$ cat config.mk
export PLATFORM = sky130hd
export DESIGN_NAME = ehgu_rst_seq_ctrl
export DESIGN_NICKNAME = d
export VERILOG_FILES = /design/src/rtl/ehgu_rst_seq_ctrl.sv
export SDC_FILE = /design/constraint.sdc
export NUM_CORES = 1
export LEC_CHECK = 0
export CAP_MARGIN = 10
export CORE_MARGIN = 5
export CORE_UTILIZATION = 50
export CTS_CLUSTER_DIAMETER = 30
export DETAILED_ROUTE_END_ITERATION = 7
export PLACE_DENSITY_LB_ADDON = 0.25
export SLEW_MARGIN = 20
export SYNTH_ARGS = -nofsm -noshare
export SYNTH_HDL_FRONTEND = slang
export SYNTH_SLANG_ARGS = --single-unit
$ cat constraint.sdc
create_clock -name clk -period 1.65 [get_ports clk]
set_input_delay 0.4125 -clock clk [delete_from_list [all_inputs] [get_ports clk]]
set_output_delay 0.4125 -clock clk [all_outputs]
set_load 0.02 [all_outputs]
$ cat src/rtl/ehgu_rst_seq_ctrl.sv
// ehgu_rst_seq_ctrl: staggered boot release of leaf resets plus round-robin soft reset arbiter.
// Optional EHGU_RST_SEQ_CNT_EN adds a saturating soft_cnt of completed soft resets.
module ehgu_rst_seq_ctrl #(
  parameter int LEAFS = 4,
  parameter int GAP   = 4,
  parameter int HOLD  = 8,
  parameter int CNT_W = 8
) (
  input  logic             clk,
  input  logic             rstn_array,
  input  logic [LEAFS-1:0] soft_req,
  output logic [LEAFS-1:0] soft_ack,
  output logic [LEAFS-1:0] rstn_leaf,
  output logic             boot_done,
  output logic             busy
`ifdef EHGU_RST_SEQ_CNT_EN
  ,output logic [CNT_W-1:0] soft_cnt
`endif
);
  localparam int IW = LEAFS > 1 ? $clog2(LEAFS) : 1;
  localparam int CW = $clog2((GAP > HOLD ? GAP : HOLD) + 1);
  if (LEAFS < 1 || GAP < 1 || HOLD < 1 || CNT_W < 1) begin : g_bad_param
    $error("ehgu_rst_seq_ctrl: illegal parameter value");
  end
  typedef enum logic [2:0] {S_BOOT, S_IDLE, S_ASSERT, S_SETTLE, S_ACK} state_t;
  state_t state, state_nxt;
  logic [CW-1:0] cnt, cnt_nxt;
  logic [IW-1:0] idx, idx_nxt, ptr, ptr_nxt, g, g_nxt, gnt;
  logic [LEAFS-1:0] leaf_nxt, ack_nxt;
  logic done_nxt, busy_nxt;
  // Search downward from the farthest candidate so the one nearest ptr wins.
  always_comb begin
    gnt = '0;
    for (int k = LEAFS - 1; k >= 0; k--)
      if (soft_req[IW'((int'(ptr) + k) % LEAFS)]) gnt = IW'((int'(ptr) + k) % LEAFS);
  end
  always_comb begin
    state_nxt = state;
    cnt_nxt   = cnt;
    idx_nxt   = idx;
    ptr_nxt   = ptr;
    g_nxt     = g;
    leaf_nxt  = rstn_leaf;
    ack_nxt   = soft_ack;
    done_nxt  = boot_done;
    busy_nxt  = busy;
    case (state)
      S_BOOT: begin
        cnt_nxt = cnt + 1'b1;
        if (cnt == CW'(GAP - 1)) begin
          cnt_nxt       = '0;
          leaf_nxt[idx] = 1'b1;
          idx_nxt       = idx + 1'b1;
          if (int'(idx) == LEAFS - 1) begin
            done_nxt  = 1'b1;
            state_nxt = S_IDLE;
          end
        end
      end
      S_IDLE: if (|soft_req) begin
        g_nxt         = gnt;
        leaf_nxt[gnt] = 1'b0;
        busy_nxt      = 1'b1;
        cnt_nxt       = '0;
        ptr_nxt       = int'(gnt) == LEAFS - 1 ? '0 : gnt + 1'b1;
        state_nxt     = S_ASSERT;
      end
      S_ASSERT: begin
        cnt_nxt = cnt + 1'b1;
        if (cnt == CW'(HOLD - 1)) begin
          cnt_nxt     = '0;
          leaf_nxt[g] = 1'b1;
          state_nxt   = S_SETTLE;
        end
      end
      S_SETTLE: begin
        cnt_nxt = cnt + 1'b1;
        if (cnt == CW'(GAP - 1)) begin
          cnt_nxt    = '0;
          ack_nxt[g] = 1'b1;
          state_nxt  = S_ACK;
        end
      end
      S_ACK: if (!soft_req[g]) begin
        ack_nxt[g] = 1'b0;
        busy_nxt   = 1'b0;
        state_nxt  = S_IDLE;
      end
      default: state_nxt = S_BOOT;
    endcase
  end
  always_ff @(posedge clk or negedge rstn_array)
    if (!rstn_array) begin
      state     <= S_BOOT;
      cnt       <= '0;
      idx       <= '0;
      ptr       <= '0;
      g         <= '0;
      rstn_leaf <= '0;
      soft_ack  <= '0;
      boot_done <= 1'b0;
      busy      <= 1'b0;
    end else begin
      state     <= state_nxt;
      cnt       <= cnt_nxt;
      idx       <= idx_nxt;
      ptr       <= ptr_nxt;
      g         <= g_nxt;
      rstn_leaf <= leaf_nxt;
      soft_ack  <= ack_nxt;
      boot_done <= done_nxt;
      busy      <= busy_nxt;
    end
`ifdef EHGU_RST_SEQ_CNT_EN
  logic fin;
  assign fin = state == S_ACK && !soft_req[g];
  always_ff @(posedge clk or negedge rstn_array)
    if (!rstn_array) soft_cnt <= '0;
    else if (fin && soft_cnt != '1) soft_cnt <= soft_cnt + 1'b1;
`endif
endmodule

==> impl_metrics.ini <==
[status]
status = complete, but fails checks
violations = setup timing

[drt]
drt_pass1_iterations = 5
postRouteAntennaNets = 0
routed_wl_um = 3432
wire_per_inst_um = 16.04
viasPerCell = 5.771
dr_total_vias = 1235
drtIter0Drc = 70
drc_errors = 0

[logic_synthesis]
ys_ff_latch = 23
async_flop_share_pct = 100.0
synthFlopType = dfrtp_1
synth_cell_type_count = 45
seq_area_frac_synth_pct = 39.08
synth_area_mm2 = 0.001473
synth_edf_count = 0
synth.avg_cell_area_um2 = 10.16
synthCells = 145
syn-num-nets = 160
ys_warn_count = 0

[timing]
clock_skew_ps = 6.590
setup_ws_ps = -2.160
tightest_slew_ps = 347.6
timing.setup.tns_ps = -2.160
finalHoldViolCount = 0
fin_crit_ps = 1652
max_slew_margin_pct = 76.83
setup_viol_count_final = 1
max_freq_mhz = 605.3
min_period_over_period_pct = 100.1
maxSlewViolCount = 0
rsz0062_at_grt = yes
final.hold.worst_slack_ps = 439.7

[final_layout]
nFillCells = 215
layout_commonest_cell = buf_4
final_cell_mix = 27 x buf_4, 22 x dfrtp_1, 14 x dlygate4sd2_1
seq_area_um2 = 576.8
drive_gt1_share_pct = 32.24
num_antenna_cells = 0
area_delta_synth_final_pct = 30.33
multi_input_area_um2 = 904.6
final_nets = 199
post-route-util_pct = 69.01

[power]
vdd_ir_drop_max_mv = 1.393
power_leakage_nw = 0.8516
total_power_w = 0.003371
power.density_mw_per_mm2 = 1756

[place]
port_buffers = 15
place.gp.congestion = 0.8005
dp_slack_ps = -516.5
dp_hpwl_um = 2560

[min_path]
min-delay-path-class = in2async

[clocking]
cts_buffers = 3
h-tree-depth = 1
clockBufferDepth = 2
worstSkewPairLatency_ps = 310
clk_pin_slew_ps = 130
cts_tree = yes
cts-root-buf = clkbuf_4
clock-sinks = 23
ctsHoldBuffers = 0

[critical_path]
crit_type = in2reg
cp-end-kind = flop
ff2ff_path_depth = 8
crit_arrival_ps = 1850
cp.required_ps = 1850
crit_path_max_fanout = 5
start_kind = primary input

[global_routing]
antenna_found_initial = 0
grt_usage_pct = 17.36
grt-ovfl-total = 0
grt_pass1_vias = 1282
grt_max_degree = 24
grt_pass1_wl_um = 5768

[floorplan]
start_util_pct = 52.95
io-pin-count = 16
fp.coreArea_mm2 = 0.002781
die_h_um = 64.27
dieArea_mm2 = 0.004131
fp.dieW_um = 64.27
core.rowCount = 19

[run]
maxCapViolations = 0
power breakdown:
group / switching (W) / total (W) / internal (W)
clock network: 0.000168 / 0.000262 / 0.0000942
logic: 0.000953 / 0.00199 / 0.00104
registers: 0.000314 / 0.00112 / 0.000806
final cells by class:
cell class	instances	share of cell area, %
clock buffers	4	1.369
inverters	7	1.369
multi-input cells	106	47.13
flip-flops and latches	23	30.05
well taps	31	2.021
repair buffers	43	18.06
synth_stat cells, types with 2 or more instances:
cell type	instances	area [um^2]
nor2_1	8	30.03
o21ai_1	5	25.02
a21oi_1	15	75.07
a31oi_1	2	12.51
ha_1	9	112.6
buf_2	7	35.03
nand2_1	11	41.29
mux2_4	3	45.04
nor2b_1	5	31.28
clkbuf_1	2	7.510
inv_1	7	26.28
dfrtp_1	23	575.6
a22o_1	12	105.1
nand2b_1	5	31.28
worst max-delay path: stages:
cell and delay, ps:
dlygate4sd2_1 290, buf_4 170, mux4_2 520, nor3_4 330, a31oi_1 130
repair_timing:
item                       in CTS  in global routing
setup buffers                   3                  2
resized for setup              21                 14
pin swaps                       7                 13
setup endpoints to repair      27                 13
path summary, 6_finish.rpt:
kind                             start            to  slack [ps]
min in group clk             boot_done     boot_done         480
max reg2reg                     ptr[0]  rstn_leaf[1]          40
min                         rstn_array        cnt[2]         440
min reg2reg                  boot_done     boot_done         480
max                        soft_req[0]          flop          -2
max in group asynchronous   rstn_array      state[1]         950
metal layers:
layer / global-route usage [%] / vias to the layer above / part of all wire, %
li1: - / 604 / -
met4: 4.580 / 0 / 0.76
met5: 0 / - / 0
met1: 21.05 / 608 / 44
met3: 3.678 / 2 / 3.1
met2: 30.85 / 21 / 52
kinds of logic after synthesis:
group	count (synthesis)	synth area share, %
adders and majority gates	9	7.647
DFF	23	39.08
muxes	6	6.117
buffers and inverters	16	4.673
xor gates and xnor gates	2	1.190
AOI/OAI and AO/OA	49	23.62
and+or+nand+nor	40	17.67
per-stage QoR:
step	area (um^2)	cells
floorplan	1473	145
global placement	1799	206
detailed placement	1799	206
CTS	1853	213
global route	1919	214
finish	1919	214
No activity file was read; power rests on OpenSTA's default activity.
